`src/rtl/mem_request_arbiter.sv`:
```
// mem_request_arbiter
// Serialises instruction-fetch (IMEM, 16-bit flash) and data (DMEM, 8-bit PSRAM)
// requests onto a one-transaction-at-a-time SPI memory controller, DMEM first,
// and routes read data back. A one-entry instruction buffer answers repeat
// fetches of the same word without going to SPI.
//
// Ports
//   clk_in, reset_in                   clock, synchronous active-high reset
//   imem_req_in/addr_in                fetch request (held until ack), byte address
//   imem_ack_out/data_out              one-cycle completion pulse, fetched word (held)
//   dmem_req_in/we_in/addr_in/wdata_in data request (held until ack)
//   dmem_ack_out/rdata_out             one-cycle completion pulse, read byte (held)
//   ctrl_addr_out/addr_valid_out       request to controller, valid is a 1-cycle pulse
//   ctrl_mem_type_out/wdata_out        transaction type and write byte
//   ctrl_flash_data_in/psram_data_in   read data from controller
//   ctrl_busy_in                       controller busy; falling edge marks data valid

package mem_request_arbiter_pkg;
  typedef enum logic [1:0] {
    TYPE_IMEM_READ  = 2'd0,
    TYPE_DMEM_READ  = 2'd1,
    TYPE_DMEM_WRITE = 2'd2
  } mem_type_t;
endpackage

module mem_request_arbiter
  import mem_request_arbiter_pkg::*;
#(
  parameter int unsigned IBUF_EN = 1
) (
  input  logic        clk_in,
  input  logic        reset_in,
  input  logic        imem_req_in,
  input  logic [15:0] imem_addr_in,
  output logic        imem_ack_out,
  output logic [15:0] imem_data_out,
  input  logic        dmem_req_in,
  input  logic        dmem_we_in,
  input  logic [15:0] dmem_addr_in,
  input  logic [7:0]  dmem_wdata_in,
  output logic        dmem_ack_out,
  output logic [7:0]  dmem_rdata_out,
  output logic [15:0] ctrl_addr_out,
  output logic        ctrl_addr_valid_out,
  output mem_type_t   ctrl_mem_type_out,
  output logic [7:0]  ctrl_wdata_out,
  input  logic [15:0] ctrl_flash_data_in,
  input  logic [7:0]  ctrl_psram_data_in,
  input  logic        ctrl_busy_in
);

  localparam bit UseIbuf = (IBUF_EN != 0);

  typedef enum logic [1:0] {
    IDLE,
    ISSUE,
    WAIT_BUSY,
    WAIT_DONE
  } state_t;

  state_t      state, state_next;

  logic [15:0] lat_addr;
  mem_type_t   lat_type;
  logic [7:0]  lat_wdata;

  logic        ibuf_valid;
  logic [14:0] ibuf_tag;
  logic [15:0] ibuf_data;
  logic        ibuf_hit;

  logic        take_dmem;
  logic        take_hit;
  logic        take_miss;
  logic        capture;

  // Fetches are word-aligned; the byte-select bit carries no information.
  logic        addr_lsb_unused;
  assign addr_lsb_unused = imem_addr_in[0];

  assign ibuf_hit = UseIbuf && ibuf_valid && (ibuf_tag == imem_addr_in[15:1]);

  // The latched request registers drive the controller directly, so they stay
  // stable from ISSUE until the next request is latched.
  assign ctrl_addr_out       = lat_addr;
  assign ctrl_mem_type_out   = lat_type;
  assign ctrl_wdata_out      = lat_wdata;
  assign ctrl_addr_valid_out = (state == ISSUE);

  always_ff @(posedge clk_in) begin
    if (reset_in) begin
      state <= IDLE;
    end else begin
      state <= state_next;
    end
  end

  always_comb begin
    state_next = state;
    take_dmem  = 1'b0;
    take_hit   = 1'b0;
    take_miss  = 1'b0;
    capture    = 1'b0;
    case (state)
      IDLE: begin
        // A port acked this cycle still shows its old request; skip it.
        if (!ctrl_busy_in) begin
          if (dmem_req_in && !dmem_ack_out) begin
            take_dmem  = 1'b1;
            state_next = ISSUE;
          end else if (imem_req_in && !imem_ack_out) begin
            if (ibuf_hit) begin
              take_hit = 1'b1;
            end else begin
              take_miss  = 1'b1;
              state_next = ISSUE;
            end
          end
        end
      end
      ISSUE: begin
        state_next = WAIT_BUSY;
      end
      WAIT_BUSY: begin
        if (ctrl_busy_in) begin
          state_next = WAIT_DONE;
        end
      end
      WAIT_DONE: begin
        if (!ctrl_busy_in) begin
          capture    = 1'b1;
          state_next = IDLE;
        end
      end
      default: begin
        state_next = IDLE;
      end
    endcase
  end

  always_ff @(posedge clk_in) begin
    if (reset_in) begin
      lat_addr       <= '0;
      lat_type       <= TYPE_IMEM_READ;
      lat_wdata      <= '0;
      ibuf_valid     <= 1'b0;
      ibuf_tag       <= '0;
      ibuf_data      <= '0;
      imem_ack_out   <= 1'b0;
      imem_data_out  <= '0;
      dmem_ack_out   <= 1'b0;
      dmem_rdata_out <= '0;
    end else begin
      imem_ack_out <= 1'b0;
      dmem_ack_out <= 1'b0;

      if (take_dmem) begin
        lat_addr  <= dmem_addr_in;
        lat_wdata <= dmem_wdata_in;
        lat_type  <= dmem_we_in ? TYPE_DMEM_WRITE : TYPE_DMEM_READ;
      end

      if (take_miss) begin
        lat_addr <= {imem_addr_in[15:1], 1'b0};
        lat_type <= TYPE_IMEM_READ;
      end

      if (take_hit) begin
        imem_ack_out  <= 1'b1;
        imem_data_out <= ibuf_data;
      end

      if (capture) begin
        case (lat_type)
          TYPE_IMEM_READ: begin
            imem_data_out <= ctrl_flash_data_in;
            imem_ack_out  <= 1'b1;
            ibuf_valid    <= 1'b1;
            ibuf_tag      <= lat_addr[15:1];
            ibuf_data     <= ctrl_flash_data_in;
          end
          TYPE_DMEM_READ: begin
            dmem_rdata_out <= ctrl_psram_data_in;
            dmem_ack_out   <= 1'b1;
          end
          default: begin
            dmem_ack_out <= 1'b1;
          end
        endcase
      end
    end
  end

endmodule

```
`config.mk`:
```
export PLATFORM = sky130hd
export DESIGN_NAME = mem_request_arbiter
export DESIGN_NICKNAME = d
export VERILOG_FILES = /design/src/rtl/mem_request_arbiter.sv
export SDC_FILE = /design/constraint.sdc
export NUM_CORES = 1
export LEC_CHECK = 0
export ABC_AREA = 1
export BUFFER_PORTS_ARGS = -buffer_cell sky130_fd_sc_hd__buf_2
export CORE_UTILIZATION = 50
export CTS_CLUSTER_DIAMETER = 120
export DETAILED_ROUTE_END_ITERATION = 10
export GPL_ROUTABILITY_DRIVEN = 0
export GPL_TIMING_DRIVEN = 0
export HOLD_SLACK_MARGIN = 0.05
export PLACE_DENSITY_LB_ADDON = 0.12
export SYNTH_ARGS = -nofsm -noshare
export SYNTH_HDL_FRONTEND = slang
export SYNTH_SLANG_ARGS = --single-unit
```
`constraint.sdc`:
```
create_clock -name clk_in -period 2.2 [get_ports clk_in]
set_clock_uncertainty 0.2 [all_clocks]
set_input_delay 0.44 -clock clk_in [delete_from_list [all_inputs] [get_ports clk_in]]
set_output_delay 0.44 -clock clk_in [all_outputs]
set_load 0.01 [all_outputs]
```
==> results.cfg, run 1 <==
[final_layout]
ff_latch_area_um2 = 1724
antenna_cells = 0
finalInstanceArea_um2 = 4812
area_delta_synth_final_pct = 28.16
drive_above_1_share_pct = 26.80
fin_nets = 737
multi_input_area_um2 = 1677
fill_cells = 665

[yosys]
yosysSeqAreaShare_pct = 45.85
synth_xor_area_share_pct = 0
ys_types = 24
synthFlopType = dfxtp_1
ys_ff_latch = 86
synth_edf_count = 0
yosys.area_share.simple_pct = 27.29
async_flop_share_pct = 0
synth_top_family_by_area = simple AND/OR/NAND/NOR gates
syn_area_um2 = 3755
synthesis.nets = 596
syn_inst = 522
synth_fa_ha_area_share_pct = 1.333
yosys_warnings = 0
synth_compound_area_share_pct = 15.79
synth_mux_area_share_pct = 0
syn_avg_cell_area_um2 = 7.193

[sta]
worstMarginPinSlew_ns = 0.5379
hold_ws_ns = 0.09692
max_freq_ghz = 0.4659
slew_viol_final = 0
hold_viol = 0
finalSetupViolCount = 0
period_needed_ns = 2.146
period_share_pct = 97.57
fin_ws_ns = 0.05357
relSlewSlack_pct = 64.14
rsz0062_at_grt = true

[grt]
grt_max_degree = 15
grt_antenna_before_repair = 0
grt_use_total_pct = 25.49
grt_pass1_vias = 3396
overflow = 0
grt_pass1_wl_um = 15290

[setup_path]
cpPeakStageDelay_ns = 0.40
crit_type = flop to flop
arrival_ns = 2.20
cp.required_ns = 2.25
cp-start-kind = flop
cp_max_fo = 10
cp_cell_sequence = inv_1 -> ha_2 -> inv_2 -> nor4_4 -> buf_4 -> nand2_2 -> buf_6 -> buf_8 -> o211a_1
cp_slowest_cell = nor4_4
end_kind = flop

[die]
start_util_pct = 51.77
ios = 123
die_area_um2 = 7861
die_h_um = 88.66
core_um2 = 7253
row_count = 31
dieWidth_um = 88.66

[detailed_routing]
vias = 3799
drt-pass1-iter-count = 5
drt.antenna.violating_nets = 0
drc = 0
drt_iter0_drc = 129
viasPerCell = 4.953
wl_per_cell_um = 12.85
wirelength_um = 9856

[power]
leakagePower_nw = 2.447
p_total_mw = 3.957
ir_drop_mv = 0.4026
power_density_nw_per_um2 = 822.4

[min_path]
holdCritPathClass = input port to flop

[cts]
cts-root-buf = clkbuf_8
cts.sinks = 86
clockBufferDepth = 2
cts_tree = yes
ctsHoldBuffers = 0
htreeDepth = 3
cts_made_buffers = 9
path_clk_slew_ns = 0.09
worstSkewPairLatency_ns = 0.36

[placement]
dp_hpwl_um = 7090
io_buffers = 121
dp_slack_ns = 0.02076
dpl_cell_area_um2 = 4484

[flow_run]
drv_cap = 0

[run_status]
run_status = finished clean
==> per-stage QoR <==
step	cells	setup TNS (ns)	util, %
after floorplan	522	0	-
after global placement	742	0	61.83
after detailed placement	742	0	61.83
after CTS	758	0	65.24
after global routing	767	-0.05273	66.34
final	767	0	66.34
==> sequential cells by signal (all words and copies together), names as in the netlist <==
name / cells
ibuf_tag: 15
ibuf_data: 16
dmem_ack_out: 1
ctrl_addr_out: 16
dmem_rdata_out: 8
imem_ack_out: 1
ctrl_mem_type_out: 2
ctrl_wdata_out: 8
imem_data_out: 16
ibuf_valid: 1
state: 2
==> worst max-delay path: cells and delay by family, from the launching register on <==
kind | cells | cell delay [ns]
buffers and inverters | 5 | 0.63
and+or+nand+nor | 2 | 0.46
DFF | 1 | 0.35
AOI/OAI and AO/OA | 1 | 0.20
adders and majority gates | 1 | 0.19
==> what timing repair did <==
action                                  CTS  global route
resized for setup                         0             7
pin swaps                                 1             4
endpoints found under the setup margin    9            39
buffers inserted                          0             9
gates cloned                              0             0
==> cells by family after synthesis <==
group / after synthesis
flops: 86
compound gates: 104
buf+inv: 84
simple gates: 244
fa+ha+maj: 4
==> layout make-up <==
| class | instances | area share (%) |
|---|---|---|
| sequential | 86 | 35.83 |
| clock buffer | 11 | 2.938 |
| inverter | 60 | 4.680 |
| buffer | 24 | 2.938 |
| tap | 99 | 2.574 |
| clock inverter | 5 | 2.210 |
| timing repair buffer | 130 | 13.99 |
| multi-input combinational | 352 | 34.84 |
==> placed cells by master, fill, tap and decap left out, types with 2 or more instances in the layout <==
| cell | Yosys | layout |
|---|---|---|
| dfxtp_1 | 86 | 84 |
| nand3_1 | 16 | 16 |
| nor2_1 | 53 | 53 |
| buf_6 | 3 | 3 |
| nor4_4 | 2 | 2 |
| nand2_1 | 160 | 160 |
| inv_1 | 58 | 57 |
| bufinv_16 | 0 | 3 |
| nor2_2 | 3 | 3 |
| nand2_4 | 2 | 2 |
| nor3_1 | 3 | 3 |
| o211a_1 | 13 | 13 |
| clkbuf_1 | 11 | 11 |
| buf_4 | 2 | 11 |
| a21oi_2 | 2 | 2 |
| inv_2 | 2 | 3 |
| nand2_2 | 3 | 3 |
| clkbuf_8 | 0 | 10 |
| a21oi_1 | 52 | 52 |
| dfxtp_2 | 0 | 2 |
| o21ai_0 | 36 | 36 |
| buf_2 | 7 | 128 |
| ha_1 | 4 | 3 |
==> where the power goes <==
group	switching [mW]	total, mW	internal [mW]
Clock	0.568	1.36	0.788
Combinational	0.486	0.825	0.339
Sequential	0.0849	1.78	1.69
==> metal layers <==
metal | up-vias | track usage (%) | part of all wire [%]
li1 | 1925 | - | -
met1 | 1741 | 31.10 | 45
met2 | 118 | 44.27 | 48
met3 | 15 | 5.690 | 5.9
met4 | 0 | 8.798 | 1.6
met5 | - | 0 | 0
==> path summary, 6_finish.rpt <==
path                                                  endpoint                      from  cells past startpoint  slack, ns
worst max-delay path             ctrl_addr_out[5]$_SDFFE_PP0P_     state[0]$_SDFFE_PP0P_                      9       0.05
worst min-delay path            ctrl_wdata_out[1]$_SDFFE_PP0P_          dmem_wdata_in[1]                      3        0.1
worst max register to register   ctrl_addr_out[5]$_SDFFE_PP0P_     state[0]$_SDFFE_PP0P_                      9       0.05
worst min register to register        ibuf_tag[3]$_SDFFE_PP0P_  ibuf_tag[3]$_SDFFE_PP0P_                      2       0.27
==> synthesized netlist by cell type, types with 3 or more instances <==
library cell / instances / share of area (%)
a21oi_1: 52 / 6.9
buf_2: 7 / 0.93
buf_6: 3 / 0.90
clkbuf_1: 11 / 1.1
dfxtp_1: 86 / 46
ha_1: 4 / 1.3
inv_1: 58 / 5.8
nand2_1: 160 / 16
nand2_2: 3 / 0.50
nand3_1: 16 / 2.1
nor2_1: 53 / 5.3
nor2_2: 3 / 0.50
nor3_1: 3 / 0.40
o211a_1: 13 / 3.5
o21ai_0: 36 / 4.8
(Power assumes the default switching activity.)
==> run 2: changes to the inputs <==
- CTS_BUF_LIST: default -> sky130_fd_sc_hd__clkbuf_16
==> run 2 against run 1 <==
  * Critical path type unchanged
  * Fmax decreased by 0.29%
  * Flip-flop and latch count unchanged
  * Worst setup slack got worse by 0.0062 ns
  * Worst hold slack improved by 0.026 ns
  * Die area unchanged
  * Largest cell class unchanged
  * Clock power increased by 26%
  * Largest power group unchanged
  * Sequential share of layout area decreased by 0.69 points
  * Count of clock-buffer cells in the layout decreased by 2
==> results.cfg, run 2 (same netlist as run 1, synthesis figures left out) <==
[run_status]
run_status = finished clean

[sta]
slew_viol_final = 0
period_share_pct = 97.85
worstMarginPinSlew_ns = 0.5466
fin_setup_tns_ns = 0
finalSetupViolCount = 0
relSlewSlack_pct = 63.56
fin_ws_ns = 0.04740
max_freq_ghz = 0.4646
period_needed_ns = 2.153
hold_viol = 0

[flow_run]
drv_cap = 0

[cts]
cts-root-buf = clkbuf_16
clockBufferDepth = 2
cts_made_buffers = 9
ctsHoldBuffers = 0
path_clk_slew_ns = 0.06
htreeDepth = 3
cts_tree = yes
cts.sinks = 86
worstSkewPairLatency_ns = 0.33

[die]
start_util_pct = 51.77
core_um2 = 7253
dieWidth_um = 88.66
die_area_um2 = 7861
die_h_um = 88.66
ios = 123
row_count = 31

[power]
leakagePower_nw = 2.493
power_density_nw_per_um2 = 885.9
ir_drop_mv = 0.4586

[final_layout]
mostFrequentLayoutCell = nand2_1
most-common-layout-cells = nand2_1 (160), buf_2 (128), dfxtp_1 (84), inv_1 (58), nor2_1 (53)
antenna_cells = 0
area_delta_synth_final_pct = 30.69
final_core_util_pct = 67.66
fill_cells = 645
fin_nets = 737
drive_above_1_share_pct = 26.65

[grt]
overflow = 0
grt_use_total_pct = 26.01
grt_pass1_wl_um = 15530
grt_max_degree = 15
grt_antenna_before_repair = 0
grt_pass1_vias = 3439

[setup_path]
critPathLaunch = state[0]$_SDFFE_PP0P_
cp_max_fo = 10
cp-start-kind = flop
crit_type = flop to flop
reg2reg_depth = 9
r2r_start = state[0]$_SDFFE_PP0P_
cp.required_ns = 2.23
reg2reg_to = ctrl_addr_out[5]$_SDFFE_PP0P_
arrival_ns = 2.18
rrSetupSlack_ns = 0.05
end_kind = flop

[min_path]
holdCritPathClass = input port to flop
worstHoldStart = dmem_wdata_in[1]
min_path_cells = 3
hold-path-endpoint = ctrl_wdata_out[1]$_SDFFE_PP0P_

[detailed_routing]
wl_per_cell_um = 13.24
drc = 0
drt_iter0_drc = 179
viasPerCell = 4.945
drt-pass1-iter-count = 4
wirelength_um = 10160
drt.antenna.violating_nets = 0
vias = 3793

[placement]
dp_slack_ns = 0.02076
io_buffers = 121
dp_hpwl_um = 7090
## run 2: cell types whose count changed in the layout (fill, tap and decap cells not counted)
cell	change
inv_1	+1
clkinv_1	+1
clkbuf_8	-10
buf_6	-1
clkbuf_1	-1
buf_8	+1
clkbuf_16	+9
## run 2: worst max-delay path by stage
stage	cells after the start	slack, ns	to
2_1_floorplan	8	0.31	ctrl_addr_out[10]$_SDFFE_PP0P_
3_3_place_gp	7	0.05	ctrl_addr_out[5]$_SDFFE_PP0P_
3_5_place_dp	10	0.02	imem_data_out[9]$_SDFF_PP0_
4_1_cts	10	0.03	imem_data_out[14]$_SDFF_PP0_
5_1_grt	9	-0.001	ctrl_addr_out[10]$_SDFFE_PP0P_
6_report	9	0.05	ctrl_addr_out[5]$_SDFFE_PP0P_
## run 2: report_power, final
part	internal (mW)	switching, mW
clock network	1.10	0.617
logic	0.353	0.495
registers	1.69	0.0859
## run 2: what timing repair did
action                                  4_1_cts  5_1_grt
resized for setup                             0        8
pin swaps                                     1        5
setup buffers                                 0        9
gates cloned                                  0        0
endpoints found under the setup margin        7       39
## run 2: final cells by class
type                    instances  area, um^2  area share [%]
inverters                      60       225.2           4.589
clock inverters                 7       113.9           2.320
repair buffers                130       673.1           13.72
clock buffers                   9       225.2           4.589
multi-input cells             352        1677           34.17
well taps                      99       123.9           2.524
plain buffers                  24       145.1           2.958
flip-flops and latches         86        1724           35.14
## run 2: routing by layer
layer	global-route usage, %	up-vias	share of wire (%)
met2	45.59	91	48
met1	31.17	1770	46
met4	7.478	0	1.1
li1	-	1924	-
met3	7.090	8	4.9
met5	0	-	0
## run 2: through the flow
stage / total power [mW] / cells / area [um^2] / hold slack (ns)
2_1_floorplan: 2.309 / 522 / 3755 / 0.2407
3_3_place_gp: 2.567 / 742 / 4484 / 0.2519
3_5_place_dp: 2.604 / 742 / 4484 / 0.2557
4_1_cts: 4.313 / 758 / 4823 / 0.1257
5_1_grt: 4.542 / 767 / 4907 / 0.1398
6_report: 4.347 / 767 / 4907 / 0.1230
## run 2: worst max-delay path, stage by stage, from the launching register on
cell and delay (ns):
dfxtp_2 0.34, inv_1 0.08, ha_2 0.19, inv_2 0.08, nor4_4 0.40, buf_4 0.18, nand2_2 0.06, buf_6 0.15
buf_8 0.15, o211a_1 0.20
==> run 3: changes to the inputs <==
- HOLD_SLACK_MARGIN: 0.05 -> 0.15
==> run 3 against run 2 <==
  * Total power hardly changed
  * Flip-flop and latch count unchanged
  * Worst hold slack improved by 0.032 ns
  * Core utilization rose by 1.7 points
  * Via count grew 1.4%
  * Sequential power barely moved
  * Clock power about the same
  * Global-route usage increased by 0.71 points
  * Combinational power up 0.5%
  * Worst setup slack better by 0.017 ns
  * Routed wire length increased by 2.0%
==> results.cfg, run 3 (same netlist as run 1, synthesis figures left out) <==
[cts]
cts_tree = yes
cts_made_buffers = 9
worstSkewPairLatency_ns = 0.33
clockBufferDepth = 2
path_clk_slew_ns = 0.06
cts.sinks = 86
htreeDepth = 3
cts-root-buf = clkbuf_16

[die]
die_area_um2 = 7861
start_util_pct = 51.77
core_um2 = 7253
ios = 123
dieWidth_um = 88.66
die_h_um = 88.66
row_count = 31

[setup_path]
crit_end = ctrl_addr_out[5]$_SDFFE_PP0P_
cp_cell_sequence = inv_1 -> ha_2 -> inv_2 -> nor4_4 -> buf_4 -> nand2_2 -> buf_6 -> buf_8 -> o211a_1
cp_slowest_cell = nor4_4
cp_max_fo = 10
cp.required_ns = 2.23
cpPeakStageDelay_ns = 0.40
rrSetupSlack_ns = 0.06
r2r_start = state[0]$_SDFFE_PP0P_
critPathLaunch = state[0]$_SDFFE_PP0P_
reg2reg_depth = 9
reg2reg_to = ctrl_addr_out[5]$_SDFFE_PP0P_
crit_type = flop to flop
cp-start-kind = flop
arrival_ns = 2.16
end_kind = flop

[sta]
finalSetupViolCount = 0
period_needed_ns = 2.136
relSlewSlack_pct = 63.60
hold_ws_ns = 0.1550
hold_viol = 0
rsz0062_at_grt = true
fin_ws_ns = 0.06412
max_freq_ghz = 0.4682
worstMarginPinSlew_ns = 0.5461
period_share_pct = 97.09
slew_viol_final = 0

[grt]
overflow = 0
grt_max_degree = 15
grt_pass1_wl_um = 15930
grt_use_total_pct = 26.72
grt_pass1_vias = 3514
grt_antenna_before_repair = 0

[detailed_routing]
drt_iter0_drc = 143
drt.antenna.violating_nets = 0
drc = 0
vias = 3846
wl_per_cell_um = 13.30
drt-pass1-iter-count = 4
wirelength_um = 10360
viasPerCell = 4.937

[final_layout]
antenna_cells = 0
mostFrequentLayoutCell = nand2_1
fin_nets = 749
most-common-layout-cells = nand2_1 (160), buf_2 (128), dfxtp_1 (84), inv_1 (58), nor2_1 (53)
final_cells = 779
drive_above_1_share_pct = 26.03
area_delta_synth_final_pct = 33.96

[run_status]
run_status = finished clean

[power]
internal-power_mw = 3.152
power_density_nw_per_um2 = 864.2
comb_power_share_pct = 19.6
switchingPower_mw = 1.194
ir_drop_mv = 0.4546
switching_share_pct = 27.48
power_frac_seq_pct = 40.9
clkPwrFrac_pct = 39.5
leakagePower_nw = 2.543

[flow_run]
drv_cap = 0

[placement]
dp_hpwl_um = 7090
dp.cells = 742
dp_slack_ns = 0.02076
io_buffers = 121

[min_path]
holdCritPathClass = input port to flop
-- run 3: worst min path at each step --
stage                                  start                             end  slack [ns]  cells past startpoint
2_1_floorplan        ibuf_valid$_SDFFE_PP0P_         ibuf_valid$_SDFFE_PP0P_        0.24                      2
3_3_place_gp        ibuf_tag[2]$_SDFFE_PP0P_        ibuf_tag[2]$_SDFFE_PP0P_        0.25                      2
3_5_place_dp   ctrl_addr_out[0]$_SDFFE_PP0P_   ctrl_addr_out[0]$_SDFFE_PP0P_        0.26                      2
4_1_cts                     dmem_wdata_in[6]  ctrl_wdata_out[6]$_SDFFE_PP0P_        0.15                      3
5_1_grt                     dmem_wdata_in[4]  ctrl_wdata_out[4]$_SDFFE_PP0P_        0.16                      3
6_report                    dmem_wdata_in[4]  ctrl_wdata_out[4]$_SDFFE_PP0P_        0.16                      3
-- run 3: area by class of cell --
type | instances | area [um^2]
Clock buffer | 9 | 225.2
Inverter | 60 | 225.2
Multi-Input combinational cell | 352 | 1677
Tap cell | 99 | 123.9
Sequential cell | 86 | 1724
Fill cell | 626 | 2223
Clock inverter | 7 | 113.9
Timing Repair Buffer | 142 | 795.8
Buffer | 24 | 145.1
-- run 3: power groups by stage --
stage	sequential, mW	clock, mW	combinational [mW]
final	1.78	1.72	0.852
after detailed placement	1.81	0	0.797
after floorplan	1.83	0	0.478
after CTS	1.77	1.73	0.822
after global placement	1.80	0	0.768
after global routing	1.79	1.81	0.951
-- run 3: repair_timing --
item                                    4_1_cts  5_1_grt
resized for setup                             0        8
hold endpoints to repair                     13        0
setup buffers                                 0        8
endpoints found under the setup margin        7       39
pin swaps                                     1        5
hold buffers                                 13        0
-- run 3: worst max-delay path: cells and delay by family (launching register included) --
family	cells	cell delay, ns
AND/OR/NAND/NOR	2	0.46
AO/OA/AOI/OAI	1	0.20
adder cells (fa/ha/maj)	1	0.19
flip-flops	1	0.34
buffers and inverters	5	0.63
-- run 3: per-layer routing --
layer  global-route usage [%]  wire length (um)  vias to the layer above
met3                    6.903               538                       11
met4                    7.478               115                        0
li1                         -                 -                     1948
met1                    31.75              4625                     1783
met2                    47.55              5079                      104
met5                        0                 0                        -
-- run 3: per-stage QoR --
step / power (mW) / utilization (%) / cell area, um^2 / TNS, ns
after floorplan: 2.309 / - / 3755 / 0
after global placement: 2.567 / 61.83 / 4484 / 0
after detailed placement: 2.604 / 61.83 / 4484 / 0
after CTS: 4.331 / 68.29 / 4954 / 0
after global routing: 4.550 / 69.35 / 5030 / -0.002667
final: 4.347 / 69.35 / 5030 / 0
